--- src/rtl/sel_pkg.sv ---
// sel_pkg
//   Shared constants for the sel_stream selector and anything that drives it.
//   MODE_FIXED : channel chosen by the external sel input
//   MODE_RR    : channel chosen by round-robin arbitration over in_valid
package sel_pkg;

  localparam logic MODE_FIXED = 1'b0;
  localparam logic MODE_RR    = 1'b1;

endpackage : sel_pkg

--- src/rtl/rr_pick.sv ---
// rr_pick
//   Purely combinational rotate-priority search. Starting at the channel after
//   'last' and wrapping modulo N, it reports the first requesting channel.
//   Ports:
//     req       [N]  : request bit per channel
//     last      [SW] : most recently granted channel (search starts at last+1)
//     gnt_valid [1]  : at least one request is present
//     gnt       [SW] : index of the chosen channel (0 when gnt_valid is low)
module rr_pick #(
  parameter int N  = 4,
  parameter int SW = 2
) (
  input  logic [N-1:0]  req,
  input  logic [SW-1:0] last,
  output logic          gnt_valid,
  output logic [SW-1:0] gnt
);

  logic [SW-1:0]  start;
  logic [2*N-1:0] req_twice;
  logic [2*N-1:0] rotated;

  // last = N-1 wraps the search back to channel 0.
  assign start     = (int'(last) >= N - 1) ? '0 : last + 1'b1;
  assign req_twice = {req, req};
  // Rotating the doubled vector puts channel 'start' at bit 0, so the first set
  // bit among the low N bits is the nearest requester in search order.
  assign rotated   = req_twice >> start;

  always_comb begin
    int sum;
    gnt_valid = 1'b0;
    gnt       = '0;
    sum       = 0;
    for (int j = 0; j < N; j++) begin
      if (!gnt_valid && rotated[j]) begin
        gnt_valid = 1'b1;
        sum       = int'(start) + j;
        if (sum >= N) begin
          sum = sum - N;
        end
        gnt = SW'(sum);
      end
    end
  end

endmodule : rr_pick

--- src/rtl/sel_stream.sv ---
// sel_stream
//   N-channel stream selector with a one-deep registered output stage. Each
//   cycle the output stage can accept a new beat (it is empty or draining), a
//   channel is chosen either by the external sel input or by round-robin, and
//   the chosen beat is captured together with its channel index.
//   Ports:
//     clk        : rising-edge clock
//     rst        : synchronous active-high reset
//     in_data    : N channels of W bits, channel i at [i*W +: W]
//     in_valid   : per-channel valid
//     in_ready   : per-channel ready, at most one bit high
//     mode       : MODE_FIXED (use sel) or MODE_RR (round-robin)
//     sel        : channel index used in fixed mode; values >= N never grant
//     out_data   : registered selected data
//     out_ch     : channel index that produced out_data
//     out_valid  : output stage holds a beat
//     out_ready  : consumer accepts the beat
module sel_stream
  import sel_pkg::*;
#(
  parameter int N  = 4,
  parameter int W  = 8,
  parameter int SW = 2
) (
  input  logic           clk,
  input  logic           rst,
  input  logic [N*W-1:0] in_data,
  input  logic [N-1:0]   in_valid,
  output logic [N-1:0]   in_ready,
  input  logic           mode,
  input  logic [SW-1:0]  sel,
  output logic [W-1:0]   out_data,
  output logic [SW-1:0]  out_ch,
  output logic           out_valid,
  input  logic           out_ready
);

  logic [SW-1:0] last;
  logic          rr_valid;
  logic [SW-1:0] rr_gnt;
  logic          gnt_valid;
  logic [SW-1:0] gnt;
  logic [W-1:0]  gnt_data;
  logic          load;

  rr_pick #(
    .N  (N),
    .SW (SW)
  ) u_rr_pick (
    .req       (in_valid),
    .last      (last),
    .gnt_valid (rr_valid),
    .gnt       (rr_gnt)
  );

  // Grant source: in fixed mode only an in-range, valid sel can win; an
  // out-of-range sel simply never matches any channel index.
  always_comb begin
    gnt_valid = 1'b0;
    gnt       = '0;
    if (mode == MODE_FIXED) begin
      for (int i = 0; i < N; i++) begin
        if (sel == SW'(i) && in_valid[i]) begin
          gnt_valid = 1'b1;
          gnt       = sel;
        end
      end
    end else begin
      gnt_valid = rr_valid;
      gnt       = rr_gnt;
    end
  end

  always_comb begin
    gnt_data = '0;
    for (int i = 0; i < N; i++) begin
      if (gnt == SW'(i)) begin
        gnt_data = in_data[i*W +: W];
      end
    end
  end

  // The output stage can take a beat when empty or when its beat leaves now.
  assign load = !out_valid || out_ready;

  // Ready is suppressed during reset so producers keep their beats.
  always_comb begin
    for (int i = 0; i < N; i++) begin
      in_ready[i] = !rst && load && gnt_valid && (gnt == SW'(i));
    end
  end

  // Output register and round-robin pointer. The pointer tracks grants in
  // both modes so arbitration stays fair across mode switches.
  always_ff @(posedge clk) begin
    if (rst) begin
      out_valid <= 1'b0;
      out_data  <= '0;
      out_ch    <= '0;
      last      <= SW'(N - 1);
    end else if (load) begin
      if (gnt_valid) begin
        out_valid <= 1'b1;
        out_data  <= gnt_data;
        out_ch    <= gnt;
        last      <= gnt;
      end else begin
        out_valid <= 1'b0;
      end
    end
  end

endmodule : sel_stream

--- config.mk ---
export PLATFORM = sky130hd
export DESIGN_NAME = sel_stream
export DESIGN_NICKNAME = d
export VERILOG_FILES = /design/src/rtl/sel_pkg.sv /design/src/rtl/rr_pick.sv /design/src/rtl/sel_stream.sv
export SDC_FILE = /design/constraint.sdc
export NUM_CORES = 1
export LEC_CHECK = 0
export ABC_CLOCK_PERIOD_IN_PS = 2590
export CORE_ASPECT_RATIO = 1.1
export CORE_MARGIN = 4
export CORE_UTILIZATION = 36
export CTS_CLUSTER_SIZE = 12
export DETAILED_ROUTE_END_ITERATION = 8
export HOLD_SLACK_MARGIN = 0.05
export PLACE_DENSITY = 0.8
export SYNTH_ARGS = -nofsm -noshare
export SYNTH_HDL_FRONTEND = slang
export SYNTH_SLANG_ARGS = --single-unit
--- constraint.sdc ---
create_clock -name clk -period 2.59 [get_ports clk]
set_input_delay 0.3885 -clock clk [delete_from_list [all_inputs] [get_ports clk]]
set_output_delay 0.3885 -clock clk [all_outputs]
set_load 0.02 [all_outputs]
# Word-level counts from Yosys, hierarchy flattened
# Cells that the tools add are included.
[classes] n_addsub=8 n_lt_le_gt_ge=5 eq_ne=6 shift=1 n_mux=28 n_reduce_logical=22
[op_table] cell="$mux W8" count=4
[op_table] cell="$mux W2" count=14
[op_table] cell="$logic_and A1 B1 Y1" count=13
[op_table] cell="$mux W1" count=10
[op_table] cell="$ge A3 B3 Y1 const B" count=3
[op_table] cell="$eq A2 B2 Y1 const B" count=4
[op_table] cell="$shr A8 B2 Y4" count=1
[op_table] cell="$sub A2 B1 Y2 const B" count=4
[op_table] cell="$add A2 B2 Y3 const B" count=2
[op_table] cell="$logic_not A1 Y1" count=5
[op_table] cell="$eq A2 B1 Y1 const B" count=2
[op_table] cell="$logic_not A2 Y1" count=2
[op_table] cell="$add A2 B1 Y3 const B" count=1
[op_table] cell="$ge A2 B3 Y1 const B" count=1
[op_table] cell="$add A2 B1 Y2 const B" count=1
[op_table] cell="$ge A2 B2 Y1 const B" count=1
[op_table] cell="$reduce_and A2 Y1" count=1
[op_table] cell="$logic_or A1 B1 Y1" count=1
[word_totals] ff_bits=13 output_inout_bits=15

# Depth between registers and ports, before layout
[logic_depth] word_depth=19 ltp_mapped=8

# Cells and area by module
# Synthesis repeated with hierarchy kept, for this count alone.
[unflattened] cells_unflattened=119 hier_area_um2=1039.7
[modules_own_cells] mod="sel_stream" instances=1 cells_each=104 area_each_um2=948.4
[modules_own_cells] mod="rr_pick" instances=1 cells_each=15 area_each_um2=91.3

# Least setup slack after synthesis
# OpenSTA, ideal clock, no wires.
[synth_path] kind="register to output" start="register last[0]" end="output in_ready[0]" t_arrival_ns=1.863 required_ns=2.202 setup_slack_ns=0.339 path_stages_with_launch=9 n_path_buf=1 cell_sequence="dfxtp_1 ha_1 nand2b_1 a21oi_1 o22ai_1 a31oi_2 buf_2 inv_1 nor2_1"
[synth_via] elab_chain_cells=16 word_cells_on_any_way=38 classes_between="add/sub: 8; order compare: 5; shift: 1; mux: 15; reduce/logical: 9"
[synth_rtl] item="start: declaration" line="sel_stream.sv:38" text="logic [SW-1:0] last;"
[synth_rtl] item="start signal: assignment" line="sel_stream.sv:100" text="last <= SW'(N - 1);"
[synth_rtl] item="start signal: assignment" line="sel_stream.sv:106" text="last <= gnt;"
[synth_rtl] item="$add A2 B1 Y2 / $ge A2 B2 Y1 (equally long branches)" line="rr_pick.sv:24" text="assign start = (int'(last) >= N - 1) ? '0 : last + 1'b1;"
[synth_rtl] item="$mux W2 *" line="rr_pick.sv:24"
[synth_rtl] item="branches (longest 13 deep; another with $add A2 B1 Y3)"
[synth_rtl] item="$logic_and A1 B1 Y1 *" line="sel_stream.sv:89" text="in_ready[i] = !rst && load && gnt_valid && (gnt == SW'(i));"
[synth_rtl] item="end: declaration" line="sel_stream.sv:29" text="output logic [N-1:0] in_ready,"
# Every way passes the cells marked *.

# Worst setup path after layout
[layout_path] start="input mode" end="output in_ready[0]"
[layout_via] elab_chain_cells=3 word_cells_on_any_way=5 classes_between="mux: 2; reduce/logical: 3"
[layout_rtl] item="start: declaration" line="sel_stream.sv:30" text="input logic mode,"
[layout_rtl] item="$mux W2 / $mux W1 (equally long branches)" line="sel_stream.sv:61" text="if (mode == MODE_FIXED) begin"
[layout_rtl] item="$logic_not A2 Y1 / $logic_and A1 B1 Y1 (equally long branches)" line="sel_stream.sv:89"
[layout_rtl] item="$logic_and A1 B1 Y1 *" line="sel_stream.sv:89"
# Mark *: on every way between the ends. The rest lies on a longest branch, timed or not.

==> impl_metrics.yaml <==
run_status:
  outcome: "completed"
global_route:
  grt_pass1_wl_mm: 4.35
  globalRouteOverflowTotal: 0
  grt_start_max_net_pins: 19
  number_of_global_route_vias_before_repair: 1043
  antenna_found_initial: 0
  track_usage_pct: 18.2
logic_synthesis:
  most_numerous_cell_in_the_yosys_netlist: "mux2i_1"
  synth-edff-count: 0
  post_synth.cell_area_avg_um2: 8.90
  syn_nets: 142
  post_synth_main_area_contributors: "dfxtp_1 (30%), mux2i_1 (18%), o221ai_1 (8.9%)"
  yosys-top-cells-count: "mux2i_1 (16), dfxtp_1 (13), nand2_1 (13), nor2_1 (10), o221ai_1 (9)"
  synth_flop_cell: "dfxtp_1"
  synth_warnings: 0
  async_reset_ff_share_pct: 0
  number_of_register_bits_inferred_by_synthesis: 13
  ys_types: 33
  ys_seq_area_share_pct: 29.5
  yosys.area.top_type_share_pct: 29.5
  post_synth_inst_count: 99
  mappedNetlistArea_um2: 881
  synth.largest_area_cell: "dfxtp_1"
finish:
  final_layout_size_suffix_gt1_share_pct: 21.4
  area_delta_synth_final_pct: 86.9
  insertedDiodeCount: 0
  finish.cell_count_without_fillers: 203
  final_net_count: 217
timing:
  share_of_the_clock_period_used_by_the_worst_path_pct: 97.4
  worst_slew_pin_tran_ps: 345
  setup-tns-final_ps: 0
  worst_setup_slack_final_ps: 68.1
  finalWorstPathRequiredPeriod_ps: 2520
  final_hold_viol_count: 0
  setup_viol: 0
  slew_viol_final: 0
  slew-limit-headroom_pct: 77.0
  finClkSkew_ps: 7.16
  setup_repair_after_global_routing_missed_its_margin: "false"
  max_freq_mhz: 397
detailed_routing:
  drt_first_iter_violations: 10
  vias: 1031
  drt_drc_violations_left: 0
  number_of_vias_per_cell_after_detailed_routing: 5.08
  ant_nets: 0
  dr.pass1.iters: 4
  avgRoutedWirePerCell_um: 13.9
  wirelength_mm: 2.82
worst_setup_path:
  path_buf_inv: 2
  worstSetupStartpoint: "mode"
  critical_path.startpoint_type: "primary input"
  timing.critical_path.to_type: "output pin"
  worst_path_max_delay_cell: "clkdlybuf4s50_1"
  crit-reg2reg-launch: "last[0]"
  cp_data_required_time_ps: 2200
  critical_path.max_stage_delay_ps: 480
  timing.critical_path.fanout_max: 3
  critical_path_s_top_delay_family: "buffers and inverters"
  arrival_time_worst_endpoint_ps: 2130
  ordered_list_of_cells_on_the_worst_path: "clkdlybuf4s50_1, or3b_4, a21o_1, o211ai_1, nand2b_4, nor2_1, clkdlybuf4s15_1"
  criticalPathCategory: "primary input to output pin"
clock_tree:
  cts_inserted_buffers: 3
  buffer_depth_of_the_longest_clock_path: 2
  cts_tree: "yes"
  postCtsHoldBufs: 0
  clkLatencyLatePin_ps: 270
  worst_setup_hold_path_clk_slew_ps: 80
  cts.root.buffer_cell: "clkbuf_4"
  clock_sink_count: 13
  cts.htree.levels: 1
hold_path:
  min_delay_startpoint: "out_data[7]"
  timing.hold.worst.class: "register to register"
power:
  powerDensity_nw_per_um2: 450
  p_leak_nw: 0.722
  irDropWorstVdd_mv: 0.305
placement:
  gpl.final_weighted_congestion: 0.753
  detailedPlacementHpwl_mm: 2.31
  dpl.cell_count: 197
  dp_slack_ps: -377
  io_port_bufs: 56
die:
  placement_rows: 18
  die_ht_um: 59.9
  placeableCoreArea_um2: 2300
  die_x_um: 55.2
  fp.dieArea_um2: 3300
  num_io_pins: 57
  floorplan.initialDensity_pct: 38.3
flow_run:
  cap_viol_max_count: 0
-- sequential cells by signal (all words and copies together), names as in the netlist --
register / flops
out_data: 8
last: 2
out_ch: 2
out_valid: 1
-- power breakdown --
group	total, mW	switching, mW	leakage, nW	internal [mW]
combinational	0.370	0.165	0.599	0.205
clock	0.125	0.0650	0.0150	0.0596
sequential	0.247	0.0172	0.108	0.229
-- cells in the final DEF, fill, tap and decap left out, types with 2 or more instances in the layout --
cell,n
o221ai_1,9
buf_4,16
clkbuf_4,3
mux2i_1,16
dlymetal6s2s_1,2
clkdlybuf4s15_1,2
nand2b_4,2
dlygate4sd2_1,3
o211ai_1,2
nand2b_1,3
clkdlybuf4s50_1,47
nor2_2,2
nor2_1,9
nand2_1,13
mux2_2,2
a21oi_1,4
dfxtp_1,13
-- through the flow --
stage	power [mW]	instance area (um2)	hold slack (ps)	util, %
6_report	0.742	1650	483	71.7
5_1_grt	0.788	1650	506	71.7
4_1_cts	0.732	1610	486	69.9
3_5_place_dp	0.606	1570	461	68.2
3_3_place_gp	0.598	1570	446	68.2
2_1_floorplan	0.427	881	458	-
-- path summary, 6_finish.rpt --
check / end / slack [ps] / cells after the start
hold reg to reg: out_data[7] / 480 / 2
setup reg to reg: out_data[6] / 330 / 9
hold / removal: out_data[7] / 480 / 2
setup / recovery: in_ready[0] / 70 / 7
-- repair_timing --
action                                  CTS  global route
resized for setup                        15            11
buffers inserted                          0             2
pin swaps                                 0             1
endpoints found under the setup margin    4             4
-- per-layer routing --
metal	part of all wire (%)	global-route usage, %	vias to the layer above
met2	47	29.1	49
met5	0	0	-
met3	12	8.73	2
li1	-	-	521
met4	0.85	6.60	0
met1	40	20.8	459
-- worst register-to-register path: stages (launching register included) --
cell,delay (ps)
dfxtp_1,380
ha_2,330
nand2b_1,160
a21oi_1,140
o22ai_1,100
a31oi_2,200
buf_4,160
buf_4,290
mux2i_1,250
o221ai_1,140
-- logic make-up after synthesis --
logic type	after synthesis	share of synthesized area [%]
compound gates	25	22.0
flops	13	29.5
mux	19	23.3
simple gates	37	20.6
buf+inv	4	3.12
fa+ha+maj	1	1.42
-- final cells by class --
| type | count | area [um2] |
|---|---|---|
| repair buffers | 73 | 683 |
| fillers | 193 | 651 |
| multi-input cells | 82 | 636 |
| well taps | 30 | 37.5 |
| clock buffers | 4 | 26.3 |
| inverters | 1 | 3.75 |
| flip-flops and latches | 13 | 260 |
Note: power is estimated with default switching activity, not from simulation.
==> variant 1 (same settings) <==
`SW` is set to 2 in 2 places; all go to 4.
--- a/src/rtl/rr_pick.sv
+++ b/src/rtl/rr_pick.sv
@@ -9,5 +9,5 @@
 module rr_pick #(
   parameter int N  = 4,
-  parameter int SW = 2
+  parameter int SW = 4
 ) (
   input  logic [N-1:0]  req,
--- a/src/rtl/sel_stream.sv
+++ b/src/rtl/sel_stream.sv
@@ -21,5 +21,5 @@
   parameter int N  = 4,
   parameter int W  = 8,
-  parameter int SW = 2
+  parameter int SW = 4
 ) (
   input  logic           clk,
Ports: changed (resized out_ch and sel); port bits go from 57 to 61. No check against the original RTL was run, so the function may have changed too.
==> variant 1 against the unedited design <==
- the run now ends with negative setup slack left
- sequential share of layout area is 6.5 points lower
- worst setup slack worse by 0.68 ns
- final area grew 97%
- total power grew 73%
- sequential power up 15%
- critical path depth increased by 3
- synthesized area is 130% higher
- count of clock-buffer cells in the layout did not move
- sequential cell count is 2 higher
- first-iteration DRC count rose to 12 times the old value
- die area increased by 110%
- routed wire length is 140% higher
- largest cell class is now multi-input combinational cells
==> variant 1: results (changes against the unedited design) <==
| Metric | Value |
|---|---|
| 1st-iter DRT viols | `123 (+113)` |
| Sequential power | `285 uW (+15%)` |
| Grt met2 use | `0.330 (+0.0395)` |
| Clock-pin transition on the worst setup and hold timing paths | `0.06 ns (-0.02 ns)` |
| Area of the multi-input gates | `1710 um2 (+170%)` |
| CTS Root Cell | `clkbuf_8` |
| Inverters | `7 (+6)` |
| DP Area | `3000 um2 (+91%)` |
| Post-CTS Resized | `39 (+24)` |
| Count of multi-input gates | `201 (+150%)` |
| Final WS setup | `-0.616 ns (-0.684 ns)` |
| Placed Cells | `403 (+100%)` |
| Final non-clock buffer share | `0.330 (-0.0852)` |
| Hold endpoint | `out_ch[1]` |
| Non-filler cells, final | `416 (+100%)` |
| P&R area growth vs syn | `61.2%` |
| Vias in the first global route | `2154 (+110%)` |
| # setup viols final | `14 (+14)` |
| Largest net degree at the start of global routing | `25 (+6)` |
| Register area share after synthesis | `0.149 (-0.147)` |
| Largest registers | `out_data x8, out_ch x4, last x2` |
| Met1 WL | `2.82 mm (+150%)` |
| Dpl hpwl | `4.77 mm (+110%)` |
| Met3 Wirelength | `342 um (+0.59%)` |
| Synth area leaders | `dfxtp_1 15%, ha_1 8.1%, mux2_4 6.0%` |
| Fraction of layout cells with a size suffix above 1 | `0.361 (+0.147)` |
| GR Layer Usage met3 | `0.0198 (-0.0675)` |
| Vias | `2283 (+120%)` |
| Mapped cell area | `2020 um2 (+130%)` |
| Status | `finished with violations` |
| Clk cell area share | `0.0139 (-0.00211)` |
| Failing checks | `negative setup slack` |
| Clock latency at the later pin of the worst-skew pair | `0.25 ns (-0.02 ns)` |
| Met2 routed WL | `3.44 mm (+160%)` |
==> variant 1: changes by cell type after synthesis, moves of 9 or more <==
| cell | unedited run | this run |
|---|---|---|
| mux2i_1 | 16 | 3 |
| and3_1 | 0 | 10 |
| ha_1 | 1 | 13 |
| a31oi_1 | 0 | 9 |
| o221ai_1 | 9 | 0 |
| a21oi_1 | 5 | 22 |
==> variant 1: cells by family (layout without fill, tap and decap cells) <==
logic type               after synthesis  in the layout  share of synthesized area
multiplexers                          16             16                      0.102
buffers and inverters                 33            125                      0.111
adder cells (fa/ha/maj)               13             13                     0.0806
flip-flops                            15             15                      0.149
AO/OA/AOI/OAI                         85             85                      0.293
AND/OR/NAND/NOR                       81             81                      0.260
other                                  2              6                    0.00372
==> variant 1: worst max-delay path, stage by stage, from the launching register on <==
cell      delay, ns
dfxtp_2        0.33
ha_4           0.26
or4b_4         0.56
ha_4           0.21
a221oi_4       0.28
nand2_1        0.10
nand4_1        0.12
o2111a_2       0.28
nand2_8        0.10
nor3b_4        0.18
buf_6          0.14
==> variant 2 (config.mk and constraints unchanged) <==
Made on the original files. Reset style: asynchronous (`rst`), changed in one clocked block. Comments in the files are not updated.
--- a/src/rtl/sel_stream.sv
+++ b/src/rtl/sel_stream.sv
@@ -93,5 +93,5 @@
   // Output register and round-robin pointer. The pointer tracks grants in
   // both modes so arbitration stays fair across mode switches.
-  always_ff @(posedge clk) begin
+  always_ff @(posedge clk or posedge rst) begin
     if (rst) begin
       out_valid <= 1'b0;
Behaviour: differs if rst is asserted again (counterexample within 4 cycles, from zero or initial values and one cycle with rst high); with rst held inactive, the same outputs for 10 cycles.
==> variant 2 against the unedited design <==
- final area is 15% higher
- global-route usage is 0.22 points lower
- register-to-register slack worse by 0.14 ns
- routed wire length is 18% higher
- synthesized cell count is 4.0% higher
- worst setup slack worse by 0.065 ns
- via count is 14% higher
- sequential cell count stayed put
- clock skew is 0.0059 ns lower
- first-iteration DRC count grew to 3.0 times the old value
- synthesized area is 22% higher
Power is not compared: it rests on default switching activity, and its combinational part moved more than twofold at a synthesized area within 25%.
==> variant 2: results (changes against the unedited design) <==
| Metric | Value |
|---|---|
| Worst r2r src | `last[1]` |
| Post-place setup slack | `-0.578 ns (-0.202 ns)` |
| Yosys cell types | `42 (+27%)` |
| Register area share after synthesis | `0.306 (+0.0106)` |
| Placed Cells | `206 (+4.6%)` |
| Max incr delay on CP | `0.57 ns (+0.09 ns)` |
| Max Fclk | `387 MHz (-2.5%)` |
| Nets | `226 (+4.1%)` |
| Top_reg_cell synth | `dfrtp_1` |
| Reg-to-reg slack, setup | `0.19 ns (-0.14 ns)` |
| Vias | `1177 (+14%)` |
| Async S/R FF share, synth | `1.00 (+1.00)` |
| Commonest cells post-synth | `17 x mux2i_1, 11 x dfrtp_1, 10 x nand2_1, 8 x o221ai_1, 5 x nand2b_1` |
| Mean Syn Cell Area | `10.4 um2 (+17%)` |
| First-pass GRT wire length | `5.40 mm (+24%)` |
| Status | `completed` |
| CP delay by family, top | `simple AND/OR/NAND/NOR gates` |
| Detailed Routing Iterations Pass 1 | `6 (+2)` |
| CP arrival | `2.20 ns (+0.07 ns)` |
| Vias/cell | `5.47 (+7.8%)` |
| Reg2reg end | `out_data[2]` |
| Vias in the first global route | `1224 (+17%)` |
| # fillers | `226 (+17%)` |
| Setup crit end | `in_ready[1]` |
| Overall routing resource usage | `0.180 (-0.00216)` |
| Crit-path slowest cell | `dfstp_2` |
| Post-Syn Nets | `146 (+2.8%)` |
[variant 2: cell type report]
class | instances | area share
tap | 33 | 0.0218
sequential | 13 | 0.173
multi-input combinational | 82 | 0.399
clock buffer | 4 | 0.0139
inverter | 3 | 0.00594
timing repair buffer | 80 | 0.387
[variant 2: cell families (layout without fill, tap and decap cells)]
group	count (synthesis)	in the layout	synth area share
buf+inv	8	87	0.0561
mux	21	21	0.211
simple gates	37	37	0.213
fa+ha+maj	1	1	0.0117
flops	13	13	0.306
compound gates	23	23	0.202
[variant 2: timing repair]
action / 4_1_cts / 5_1_grt
setup buffers: 0 / 5
gates cloned: 0 / 0
resized for setup: 31 / 7
pin swaps: 2 / 4
hold buffers: 0 / 0
setup endpoints to repair: 4 / 4
[variant 2: worst min-delay path by stage]
stage | slack [ns] | from | cells past startpoint | to
detailed placement | 0.48 | out_data[5] | 2 | out_data[5]
finish | 0.49 | out_data[5] | 2 | out_data[5]
global placement | 0.47 | out_ch[1] | 1 | out_ch[1]
global route | 0.54 | out_ch[1] | 1 | out_ch[1]
floorplan | 0.27 | rst | 1 | out_ch[0]
CTS | 0.50 | out_data[5] | 2 | out_data[5]
[variant 2: routing by layer]
layer	vias up	part of all wire	track usage
li1	559	-	-
met1	546	0.39	0.211
met2	65	0.49	0.301
met3	7	0.10	0.0393
met4	0	0.020	0.0886
met5	-	0	0
[variant 2: worst register-to-register path, stage by stage, from the launching register on]
cell,delay (ns)
dfstp_2,0.57
ha_4,0.24
a21boi_1,0.17
a211oi_2,0.10
o221ai_2,0.22
buf_4,0.18
buf_4,0.11
buf_4,0.27
mux2i_1,0.28
o221ai_1,0.15
[variant 2: metrics by stage]
stage	cell area [um2]	setup TNS, ns
6_report	1900	0
5_1_grt	1900	-0.280
4_1_cts	1820	0
3_5_place_dp	1780	-2.89
3_3_place_gp	1780	-2.05
2_1_floorplan	1080	0
[variant 2: where the power goes]
part	internal, uW	leakage, uW	total, uW	switching [uW]
Clock	59.9	0.0000150	124	64.2
Sequential	282	0.000154	328	46.4
Combinational	438	0.000618	826	388
Total	780	0.000787	1280	499
